**src/rtl/scan_pkg.sv**
```systemverilog
// Shared types and default widths for the scan sequencer and its timing counters.
package scan_pkg;

    localparam int DWELL_W_DEF = 8;
    localparam int BLANK_W_DEF = 4;

    typedef enum logic [1:0] {
        IDLE = 2'd0,
        BLNK = 2'd1,
        ACT  = 2'd2
    } state_t;

    typedef logic [1:0] phase_t;

    localparam phase_t LAST_PHASE = 2'd3;

endpackage

```
**src/rtl/cycle_down_counter.sv**
```systemverilog
// Loadable down-counter that saturates at zero; zero flags the last cycle of an interval.
module cycle_down_counter #(
    parameter int W = 4
) (
    input  logic         CLK,
    input  logic         RST,
    input  logic         load,
    input  logic [W-1:0] load_val,
    input  logic         dec,
    output logic         zero
);

    logic [W-1:0] count_r;

    // Load wins over decrement; decrement stops at zero so all-ones loads count fully.
    always_ff @(posedge CLK) begin
        if (RST) begin
            count_r <= '0;
        end else if (load) begin
            count_r <= load_val;
        end else if (dec && (count_r != '0)) begin
            count_r <= count_r - {{(W-1){1'b0}}, 1'b1};
        end else begin
            count_r <= count_r;
        end
    end

    assign zero = (count_r == '0);

endmodule

```
**src/rtl/scan_sequencer.sv**
```systemverilog
// Four-phase scan sequencer: blanking then active dwell per phase, driving a 2-to-4 decoder.
module scan_sequencer
    import scan_pkg::*;
#(
    parameter int DWELL_W = DWELL_W_DEF,
    parameter int BLANK_W = BLANK_W_DEF
) (
    input  logic               CLK,
    input  logic               RST,
    input  logic               START,
    input  logic               STOP,
    input  logic               LOOP,
    input  logic [DWELL_W-1:0] DWELL,
    input  logic [BLANK_W-1:0] BLANK,
    output logic               A0,
    output logic               A1,
    output logic               EN,
    output logic               BUSY,
    output logic               DONE
);

    state_t             state_r;
    phase_t             phase_r;
    logic               en_r;
    logic               busy_r;
    logic               done_r;
    logic [DWELL_W-1:0] dwell_l_r;
    logic [BLANK_W-1:0] blank_l_r;
    logic               loop_r;

    logic               start_ok_s;
    logic               act_end_s;
    logic               continue_s;
    logic               blank_end_s;
    logic               blank_load_s;
    logic               dwell_load_s;
    logic [BLANK_W-1:0] blank_load_val_s;
    logic [DWELL_W-1:0] dwell_load_val_s;
    logic               blank_zero_s;
    logic               dwell_zero_s;

    // Counter load/decrement control: a counter is loaded on the edge that enters its state.
    always_comb begin
        start_ok_s   = (state_r == IDLE) && START && !STOP;
        act_end_s    = (state_r == ACT) && dwell_zero_s && !STOP;
        continue_s   = act_end_s && ((phase_r != LAST_PHASE) || loop_r);
        blank_end_s  = (state_r == BLNK) && blank_zero_s && !STOP;
        blank_load_s = (start_ok_s && (BLANK != '0)) || (continue_s && (blank_l_r != '0));
        dwell_load_s = (start_ok_s && (BLANK == '0)) || blank_end_s
                     || (continue_s && (blank_l_r == '0));
        if (state_r == IDLE) begin
            blank_load_val_s = BLANK - {{(BLANK_W-1){1'b0}}, 1'b1};
            dwell_load_val_s = DWELL;
        end else begin
            blank_load_val_s = blank_l_r - {{(BLANK_W-1){1'b0}}, 1'b1};
            dwell_load_val_s = dwell_l_r;
        end
    end

    cycle_down_counter #(.W(BLANK_W)) u_blank_cnt (
        .CLK      (CLK),
        .RST      (RST),
        .load     (blank_load_s),
        .load_val (blank_load_val_s),
        .dec      (state_r == BLNK),
        .zero     (blank_zero_s)
    );

    cycle_down_counter #(.W(DWELL_W)) u_dwell_cnt (
        .CLK      (CLK),
        .RST      (RST),
        .load     (dwell_load_s),
        .load_val (dwell_load_val_s),
        .dec      (state_r == ACT),
        .zero     (dwell_zero_s)
    );

    // Sequencer FSM with registered outputs; RST over STOP over everything else.
    always_ff @(posedge CLK) begin
        if (RST) begin
            state_r   <= IDLE;
            phase_r   <= 2'd0;
            en_r      <= 1'b0;
            busy_r    <= 1'b0;
            done_r    <= 1'b0;
            dwell_l_r <= '0;
            blank_l_r <= '0;
            loop_r    <= 1'b0;
        end else if (STOP) begin
            state_r <= IDLE;
            phase_r <= 2'd0;
            en_r    <= 1'b0;
            busy_r  <= 1'b0;
            done_r  <= 1'b0;
        end else begin
            case (state_r)
                IDLE: begin
                    done_r  <= 1'b0;
                    phase_r <= 2'd0;
                    if (START) begin
                        dwell_l_r <= DWELL;
                        blank_l_r <= BLANK;
                        loop_r    <= LOOP;
                        busy_r    <= 1'b1;
                        if (BLANK != '0) begin
                            state_r <= BLNK;
                            en_r    <= 1'b0;
                        end else begin
                            state_r <= ACT;
                            en_r    <= 1'b1;
                        end
                    end else begin
                        state_r <= IDLE;
                        en_r    <= 1'b0;
                        busy_r  <= 1'b0;
                    end
                end
                BLNK: begin
                    done_r <= 1'b0;
                    if (blank_zero_s) begin
                        state_r <= ACT;
                        en_r    <= 1'b1;
                    end else begin
                        state_r <= BLNK;
                        en_r    <= 1'b0;
                    end
                end
                ACT: begin
                    if (dwell_zero_s) begin
                        done_r  <= (phase_r == LAST_PHASE);
                        phase_r <= phase_r + 2'd1;
                        if ((phase_r == LAST_PHASE) && !loop_r) begin
                            state_r <= IDLE;
                            en_r    <= 1'b0;
                            busy_r  <= 1'b0;
                        end else if (blank_l_r != '0) begin
                            state_r <= BLNK;
                            en_r    <= 1'b0;
                        end else begin
                            state_r <= ACT;
                            en_r    <= 1'b1;
                        end
                    end else begin
                        done_r <= 1'b0;
                    end
                end
                default: begin
                    state_r <= IDLE;
                    phase_r <= 2'd0;
                    en_r    <= 1'b0;
                    busy_r  <= 1'b0;
                    done_r  <= 1'b0;
                end
            endcase
        end
    end

    assign A0   = phase_r[0];
    assign A1   = phase_r[1];
    assign EN   = en_r;
    assign BUSY = busy_r;
    assign DONE = done_r;

endmodule

```
**config.mk**
```make
export PLATFORM = sky130hd
export DESIGN_NAME = scan_sequencer
export DESIGN_NICKNAME = d
export VERILOG_FILES = /design/src/rtl/scan_pkg.sv /design/src/rtl/cycle_down_counter.sv /design/src/rtl/scan_sequencer.sv
export SDC_FILE = /design/constraint.sdc
export NUM_CORES = 1
export LEC_CHECK = 0
export ABC_AREA = 1
export ABC_CLOCK_PERIOD_IN_PS = 5200
export BUFFER_PORTS_ARGS = -buffer_cell sky130_fd_sc_hd__buf_2
export CAP_MARGIN = 40
export CORE_UTILIZATION = 45
export DETAILED_ROUTE_END_ITERATION = 16
export HOLD_SLACK_MARGIN = 0.15
export PLACE_DENSITY = 0.67
export SLEW_MARGIN = 0
export SYNTH_ARGS = -nofsm -noshare
export SYNTH_HDL_FRONTEND = slang
export SYNTH_SLANG_ARGS = --single-unit
```
**constraint.sdc**
```tcl
create_clock -name CLK -period 5.2 [get_ports CLK]
set_input_delay 1.04 -clock CLK [delete_from_list [all_inputs] [get_ports CLK]]
set_output_delay 1.04 -clock CLK [all_outputs]
set_load 0.005 [all_outputs]
```
==> reports/metrics.csv, run 1 <==
metric,value,unit
peakVddDrop,171.3,uV
first_pass_iters,4,
postRouteAntennaNets,0,
routed_wirelength,3640,um
yosysWarnings,0,
hold_path_depth,2,
clk_latency,0.28,ns
dr_wl_met3,84,um
syn_area_per_cell,6.943,um^2
final.period_utilization,45.90,%
rrSetupSlack,2.81,ns
cap_viol_max_count,0,
worst-r2r-cell-count,12,
grt_max_degree,23,
cts_hold_buf,0,
std_cell_rows,22,
cellPowerDensity,297.8,nW/um^2
synthDistinctLibCells,28,
cts_tree,yes,
layout.nets,288,
hold_violations,0,
min_period,2.387,ns
wire_per_inst,11.52,um
antennaDiodeCount,0,
tns,0,ns
gp_congestion,0.8675,
yosysMostFrequentCell,nor2_1,
die-height,63.61,um
cts_root_buf,clkbuf_8,
post-route-drc-count,0,
io_buffers,21,
hold_start,dwell_l_r[5]$_SDFFE_PP0P_,
first_iter_violations,64,
r2r_start,state_r[0]$_SDFFE_PP0N_,
routed.top_layer,met4,
yosysTopAreaCell,dfxtp_1,
hp-class,reg -> reg,
postLayoutCoreUtil,52.43,%
async_reset_ff_share,0,%
synthToLayoutAreaGrowth,12.38,%
post_cts_resized,0,
path_clk_slew,0.07,ns
met1_length,1737,um
num_vias,1547,
cts_setup_buffers,0,
ys_top_cells_by_count,"nor2_1 (38), nand2_1 (36), dfxtp_1 (31), o21ai_0 (31), inv_1 (26)",
tightest_slew,0.7953,ns
syn_nets,267,
clock-sinks,31,
core_area,3661,um^2
synth_edf_count,0,
die_w,63.61,um
track_usage,19.93,%
clock_skew,0.005224,ns
cts.htree.levels,2,
grt-ovfl-total,0,
drv_slew,0,
synth_ff_type,dfxtp_1,
io_pins,22,
p_leak,0.0009003,uW
cp-startpoint,state_r[0]$_SDFFE_PP0N_,
drive_gt1_share,18.66,%
grt_pass1_vias,1438,
ys_top_cells_by_area,"dfxtp_1 (36%), o21ai_0 (9.1%), nor2_1 (8.4%), nand2_1 (7.9%), a21oi_1 (6.7%)",
ys_seq_area_share,36.34,%
initial_utilization,46.65,%
met2_length,1741,um
endpoint_kind,flip-flop,
cp_max_fo,21,
outcome,completed,
max_clock_freq,0.4190,GHz
grt_pass1_wl,6216,um
crit_required,5.38,ns
dieArea,4046,um^2
worstSetupStartpointType,flip-flop,
timing.hold.ws,0.4506,ns
fin_ws,2.813,ns
rsz0062_at_grt,false,
synthDominantCellAreaShare,36.34,%
timing.slew.headroom,46.92,%
cts_made_buffers,5,
syn_inst,246,
pre_cts_slack,2.763,ns
setup_viol,0,
ys_ff_latch,31,
viasPerCell,4.896,
hpwlAfterDp,2768,um
cts_buffer_depth,2,
critPathKind,reg -> reg,
syn_area,1708,um^2
crit_arrival,2.57,ns
antenna_found_initial,0,
-- report_power, final --
part           total [uW]  internal (uW)  switching (uW)
clock network         181           93.7            86.8
logic                 127           49.0            77.9
registers             264            254            9.83
total                 572            397             175
-- metrics by stage --
step | cells | cell area [um^2] | total power (uW)
finish | 316 | 1919 | 571.5
global route | 316 | 1919 | 607.3
CTS | 316 | 1919 | 578.3
detailed placement | 308 | 1838 | 396.8
global placement | 308 | 1838 | 396.9
floorplan | 246 | 1708 | 366.6
-- routing by layer --
layer,track usage [%],vias up
li1,-,841
met1,23.73,686
met2,33.64,13
met3,4.348,7
met4,9.375,0
met5,0,-
-- cell families (layout without fill, tap and decap cells) --
group	after synthesis	count (layout)	share of synthesized area, %
AND/OR/NAND/NOR	104	104	27.69
AO/OA/AOI/OAI	61	61	18.90
buffers and inverters	36	58	8.424
flip-flops	31	31	36.34
XOR/XNOR	6	6	3.077
adder cells (fa/ha/maj)	4	4	2.931
multiplexers	4	4	2.637
-- cell type report --
cell class / instances / area, um^2
Sequential cell: 31 / 620.6
Multi-Input combinational cell: 179 / 943.4
Fill cell: 375 / 1742
Inverter: 29 / 108.9
Clock buffer: 7 / 76.32
Clock inverter: 1 / 5.005
Tap cell: 48 / 60.06
Timing Repair Buffer: 21 / 105.1
-- registers in the layout (all words and copies together), names as in the netlist --
name / flops
dwell_l_r: 8
BUSY: 1
phase_r: 2
u_dwell_cnt.count_r: 8
u_blank_cnt.count_r: 4
DONE: 1
state_r: 2
loop_r: 1
blank_l_r: 4
-- layout by cell type, fill, tap and decap left out, types with 2 or more instances in the layout --
master / Yosys / routed
nor3_1: 3 / 3
buf_2: 1 / 21
nand3_2: 2 / 2
nand2_1: 36 / 36
xor2_1: 3 / 3
nand3_1: 10 / 10
nor2_4: 2 / 2
a31oi_1: 3 / 3
clkbuf_1: 5 / 2
o21ai_0: 31 / 31
nor2_1: 38 / 38
nor2_2: 4 / 4
inv_2: 3 / 3
nand4_1: 2 / 2
dfxtp_1: 31 / 31
ha_1: 4 / 4
xnor2_1: 3 / 3
clkbuf_8: 0 / 5
inv_1: 26 / 26
mux2_2: 4 / 4
a21oi_1: 23 / 23
nand2_2: 5 / 5
-- path summary, 6_finish.rpt --
check | to
max | u_blank_cnt.count_r[2]$_SDFFE_PP0P_
max reg2reg | u_blank_cnt.count_r[2]$_SDFFE_PP0P_
min | dwell_l_r[5]$_SDFFE_PP0P_
min reg2reg | dwell_l_r[5]$_SDFFE_PP0P_
-- worst max-delay path: stages (launching register included) --
cell      delay [ns]
dfxtp_1         0.36
nor2_2          0.65
nand2_2         0.20
nor2_4          0.22
nand2_2         0.13
nand2_2         0.12
nand2_1         0.07
nand2_1         0.08
ha_1            0.16
nand3b_1        0.10
nand3_1         0.07
nand3_1         0.07
inv_1           0.04
Power figures use the tool's default switching activity.
==> run 2: changes to the inputs <==
--- a/config.mk
+++ b/config.mk
@@ -6,7 +6,7 @@
 export NUM_CORES = 1
 export LEC_CHECK = 0
 export ABC_AREA = 1
-export ABC_CLOCK_PERIOD_IN_PS = 5200
+export ABC_CLOCK_PERIOD_IN_PS = 2250
 export BUFFER_PORTS_ARGS = -buffer_cell sky130_fd_sc_hd__buf_2
 export CAP_MARGIN = 40
 export CORE_UTILIZATION = 45
==> constraint.sdc (replaced) <==
create_clock -name CLK -period 2.25 [get_ports CLK]
set_input_delay 0.45 -clock CLK [delete_from_list [all_inputs] [get_ports CLK]]
set_output_delay 0.45 -clock CLK [all_outputs]
set_load 0.005 [all_outputs]
==> run 2 against run 1 <==
Effect of this change: sequential power increased by 130%; count of clock-buffer cells in the layout unchanged; flip-flop and latch count unchanged; hold slack got worse by 0.047 ns; via count increased by 4.7%; critical endpoint unchanged; final area increased by 0.39%; worst setup slack got worse by 2.5 ns; sequential share of layout area decreased by 0.13 points.
==> reports/metrics.csv, run 2 (synthesized netlist as in run 1, its figures left out) <==
metric,value,unit
die_w,63.61,um
final_common_cell,nor2_1,
cellPowerDensity,690.1,nW/um^2
clk_latency,0.29,ns
clock_skew,0.005955,ns
std_cell_rows,22,
use_met2,36.70,%
dieArea,4046,um^2
busiest_layer,met2,
worst-r2r-cell-count,13,
path_clk_slew,0.06,ns
rrSetupSlack,0.34,ns
endpoint_kind,flip-flop,
cp.depth,13,
tns,0,ns
crit_arrival,2.09,ns
cp_max_fo,6,
antennaDiodeCount,0,
timing.slew.headroom,60.94,%
track_usage,21.98,%
antenna_found_initial,0,
hpwlAfterDp,2842,um
max_clock_freq,0.5232,GHz
drive_gt1_share,18.96,%
critPathMaxStageDelay,0.31,ns
gp_congestion,0.8163,
largest_registers,"dwell_l_r x8, u_dwell_cnt.count_r x8",
final_cells,317,
outcome,completed,
routed_wirelength,3874,um
post-route-drc-count,0,
multiInputGateArea,943.4,um^2
hold_start,DWELL[3],
cap_viol_max_count,0,
hold_path_depth,3,
grt_pass1_wl,6782,um
peakVddDrop,321.3,uV
cts_root_buf,clkbuf_8,
r2r_start,u_dwell_cnt.count_r[0]$_SDFFE_PP0P_,
crit_path_top_delay_cell,dfxtp_1,
grt_max_degree,23,
cts.htree.levels,2,
synthToLayoutAreaGrowth,12.82,%
die-height,63.61,um
io_buffers,21,
gr-usage-met1,25.79,%
cts_made_buffers,5,
postRouteAntennaNets,0,
final.period_utilization,84.94,%
grt-ovfl-total,0,
hold_violations,0,
cts_buffer_depth,2,
num_vias,1620,
layout.nets,289,
io_pins,22,
grt_pass1_vias,1542,
worstSetupStartpointType,flip-flop,
crit_chain,inv_1 -> ha_1 -> nand2_1 -> nor2_2 -> nand3_2 -> nand2_2 -> nand2_1 -> nand2_1 -> ha_1 -> nand3b_1 -> nand3_1 -> nand3_1 -> inv_1,
drv_slew,0,
cts_hold_buf,0,
rsz0062_at_grt,false,
critPathKind,reg -> reg,
seq_area,620.6,um^2
worst-path-buf-inv,2,
core_area,3661,um^2
worstReg2RegEnd,u_blank_cnt.count_r[2]$_SDFFE_PP0P_,
fillers,374,
cp_common_cell,nand2_1,
setup_viol,0,
final_cell_mix,"nor2_1 (38), nand2_1 (36), dfxtp_1 (31), o21ai_0 (31), inv_1 (26)",
clock-sinks,31,
hp-class,in -> reg,
hold_end,dwell_l_r[3]$_SDFFE_PP0P_,
placed_cells,309,
wire_per_inst,12.22,um
min_period,1.911,ns
cts_tree,yes,
viasPerCell,5.110,
crit_required,2.43,ns
cts_setup_buffers,0,
initial_utilization,46.65,%
first_iter_violations,77,
crit_family,simple AND/OR/NAND/NOR gates,
grt_use_met3,6.341,%
p_leak,0.0009046,uW
tightest_slew,0.5852,ns
first_pass_iters,4,
post_cts_resized,0,
-- run 2: changes by cell type in the layout (fill, tap and decap cells not counted) --
cell | before | now
buf_4 | 0 | 1
-- run 2: power by group --
group / internal [uW] / switching (uW)
logic: 115 / 182
clock network: 217 / 205
registers: 588 / 23.7
-- run 2: worst max-delay path by stage --
| stage | startpoint | to | slack, ns |
|---|---|---|---|
| after floorplan | u_dwell_cnt.count_r[0]$_SDFFE_PP0P_ | u_blank_cnt.count_r[2]$_SDFFE_PP0P_ | 0.57 |
| after global placement | BLANK[0] | u_dwell_cnt.count_r[2]$_SDFFE_PP0P_ | 0.37 |
| after detailed placement | u_dwell_cnt.count_r[0]$_SDFFE_PP0P_ | u_blank_cnt.count_r[2]$_SDFFE_PP0P_ | 0.36 |
| after CTS | state_r[0]$_SDFFE_PP0N_ | u_blank_cnt.count_r[2]$_SDFFE_PP0P_ | 0.35 |
| after global routing | u_dwell_cnt.count_r[0]$_SDFFE_PP0P_ | u_blank_cnt.count_r[2]$_SDFFE_PP0P_ | 0.05 |
| final | u_dwell_cnt.count_r[0]$_SDFFE_PP0P_ | u_blank_cnt.count_r[2]$_SDFFE_PP0P_ | 0.34 |
-- run 2: cell type report --
type                            count  area share, %
Clock buffer                        7          3.961
Tap cell                           48          3.117
Multi-Input combinational cell    179          48.96
Timing Repair Buffer               22          5.844
Sequential cell                    31          32.21
Inverter                           29          5.649
Clock inverter                      1         0.2597
-- run 2: worst register-to-register path: stages (launching register included) --
cell and delay, ns:
dfxtp_1 0.31, inv_1 0.13, ha_1 0.18, nand2_1 0.09, nor2_2 0.19, nand3_2 0.17
nand2_2 0.14, nand2_1 0.08, nand2_1 0.08, ha_1 0.15, nand3b_1 0.10, nand3_1 0.07
nand3_1 0.07, inv_1 0.05
-- run 2: per-stage QoR --
| stage | hold slack (ns) | cell area [um^2] | setup slack [ns] | total power [uW] | utilization [%] |
|---|---|---|---|---|---|
| 2_1_floorplan | 0.4245 | 1708 | 0.5669 | 847.2 | - |
| 3_3_place_gp | 0.4380 | 1846 | 0.3698 | 916.2 | 50.41 |
| 3_5_place_dp | 0.4443 | 1846 | 0.3582 | 918.5 | 50.41 |
| 4_1_cts | 0.4013 | 1927 | 0.3464 | 1342 | 52.63 |
| 5_1_grt | 0.4084 | 1927 | 0.04787 | 1416 | 52.63 |
| 6_report | 0.4032 | 1927 | 0.3388 | 1330 | 52.63 |
-- run 2: layer usage --
layer / vias up / wire [um]
met5: - / 0
met4: 0 / 74
met3: 8 / 149
met2: 37 / 1899
met1: 731 / 1751
li1: 844 / -
==> run 3: changes to the inputs <==
--- a/config.mk
+++ b/config.mk
@@ -6,13 +6,13 @@
 export NUM_CORES = 1
 export LEC_CHECK = 0
 export ABC_AREA = 1
-export ABC_CLOCK_PERIOD_IN_PS = 2250
+export ABC_CLOCK_PERIOD_IN_PS = 1700
 export BUFFER_PORTS_ARGS = -buffer_cell sky130_fd_sc_hd__buf_2
 export CAP_MARGIN = 40
 export CORE_UTILIZATION = 45
 export DETAILED_ROUTE_END_ITERATION = 16
 export HOLD_SLACK_MARGIN = 0.15
-export PLACE_DENSITY = 0.67
+export PLACE_DENSITY = 0.69
 export SLEW_MARGIN = 0
 export SYNTH_ARGS = -nofsm -noshare
 export SYNTH_HDL_FRONTEND = slang
==> constraint.sdc (replaced) <==
create_clock -name CLK -period 1.7 [get_ports CLK]
set_input_delay 0.34 -clock CLK [delete_from_list [all_inputs] [get_ports CLK]]
set_output_delay 0.34 -clock CLK [all_outputs]
set_load 0.005 [all_outputs]
==> run 3 against run 2 <==
Effect of this change: non-clock buffer count increased by 34; hold slack got worse by 0.12 ns; core utilization up 11 points; wire length grew 12%; largest power group unchanged; highest routed layer unchanged; power is 58% higher; die area stayed put; final cell count rose by 11%; sequential share of layout area is 5.2 points lower.
==> reports/metrics.csv, run 3 (synthesized netlist as in run 1, its figures left out) <==
metric,value,unit
die_w,63.61,um
outcome,completed,
final.period_utilization,96.65,%
sw_frac_of_total,29.00,%
hp-class,in -> reg,
cts_made_buffers,5,
first_pass_iters,4,
power,2102,uW
p_clk_share,36.1,%
cp_max_fo,4,
max_clock_freq,0.6086,GHz
placed_area,2026,um^2
endpoint_kind,flip-flop,
setup_viol,0,
cap_viol_max_count,0,
grt_pass1_wl,6824,um
critPathKind,reg -> reg,
cts_tree,yes,
postRouteAntennaNets,0,
core_area,3661,um^2
crit_family,simple AND/OR/NAND/NOR gates,
final_cells,351,
antennaDiodeCount,0,
grt-ovfl-total,0,
final_cell_mix,"nor2_1 (37), buf_4 (33), o21ai_0 (31)",
grt_pass1_vias,1645,
first_iter_violations,91,
final_area,2327,um^2
dieArea,4046,um^2
post-route-drc-count,0,
cellPowerDensity,903.3,nW/um^2
internal_power,1493,uW
num_vias,1778,
rrSetupSlack,0.06,ns
drive_gt1_share,35.64,%
min_period,1.643,ns
routed_wirelength,4352,um
clk_latency,0.29,ns
timing.hold.ws,0.2833,ns
track_usage,22.05,%
cts_buffer_depth,2,
crit_path_top_delay_cell,dfxtp_2,
grt_max_degree,22,
worst-path-buf-inv,1,
hpwlAfterDp,3054,um
final_common_cell,nor2_1,
hold_violations,0,
p_leak,0.001113,uW
layout.nets,323,
clock-sinks,31,
rsz0062_at_grt,true,
synthToLayoutAreaGrowth,36.26,%
antenna_found_initial,0,
p_sw,609.7,uW
gp_congestion,0.8587,
crit_required,1.89,ns
cp_common_cell,nand2_4,
clock_skew,0.006832,ns
std_cell_rows,22,
cts_root_buf,clkbuf_8,
tns,0,ns
initial_utilization,46.65,%
crit_chain,ha_4 -> nand2_4 -> nand2_4 -> nor2_4 -> nand3_4 -> nand2_4 -> nand2_2 -> nand2_2 -> ha_4 -> nand3b_1 -> nand3_1 -> nand3_1 -> inv_1,
wire_per_inst,12.40,um
io_pins,22,
p_comb_share,25.6,%
tightest_slew,0.2173,ns
die-height,63.61,um
drv_slew,0,
placed_cells,333,
timing.slew.headroom,85.40,%
io_buffers,21,
cts.htree.levels,2,
critPathMaxStageDelay,0.34,ns
path_clk_slew,0.07,ns
worstSetupStartpointType,flip-flop,
seqPwrFrac,38.2,%
peakVddDrop,548.0,uV
largest_registers,"dwell_l_r x8, u_dwell_cnt.count_r x8",
crit_arrival,1.83,ns
viasPerCell,5.066,
-- run 3: path summary, 6_finish.rpt --
check        cells after the start                 startpoint                                   to
max                             13    phase_r[1]$_SDFFE_PP0P_  u_blank_cnt.count_r[2]$_SDFFE_PP0P_
min                              2                        RST  u_dwell_cnt.count_r[5]$_SDFFE_PP0P_
max reg2reg                     13    phase_r[1]$_SDFFE_PP0P_  u_blank_cnt.count_r[2]$_SDFFE_PP0P_
min reg2reg                      2  dwell_l_r[7]$_SDFFE_PP0P_            dwell_l_r[7]$_SDFFE_PP0P_
-- run 3: final cells by class --
class / instances / area [um^2]
inverters: 29 / 108.9
well taps: 48 / 60.06
flip-flops and latches: 31 / 629.4
clock inverters: 2 / 35.03
multi-input cells: 179 / 1042
clock buffers: 6 / 82.58
repair buffers: 56 / 369.1
fillers: 316 / 1334
-- run 3: power groups by stage --
stage	Sequential, uW	Clock [uW]	Combinational [uW]
6_report	804	759	539
5_1_grt	810	815	600
4_1_cts	802	779	467
3_5_place_dp	818	0	463
3_3_place_gp	817	0	455
2_1_floorplan	817	0	304
-- run 3: through the flow --
step                      util, %  worst slack (ns)
after detailed placement    55.33          -0.03624
final                       63.57           0.05693
after global routing        63.57          -0.06281
after CTS                   58.75           0.01751
after global placement      55.33           0.04108
after floorplan                 -           0.01694
-- run 3: layer usage --
layer | up-vias | GRT usage (%) | wire, um
met1 | 821 | 24.12 | 1817
li1 | 921 | - | -
met2 | 31 | 39.49 | 2316
met5 | - | 0 | 0
met3 | 5 | 6.522 | 164
met4 | 0 | 8.239 | 54
-- run 3: what timing repair did --
item,in CTS,in global routing
pin swaps,0,11
hold buffers,0,0
gates resized for setup,0,32
setup buffers,1,8
cloned,0,1
endpoints found under the setup margin,2,9
endpoints found under the hold margin,0,0
-- run 3: worst reg2reg max path: cells and delay by family (launching register included) --
kind	cells	cell delay (ns)
DFF	1	0.34
buffers and inverters	1	0.04
and+or+nand+nor	10	0.85
adders and majority gates	2	0.31
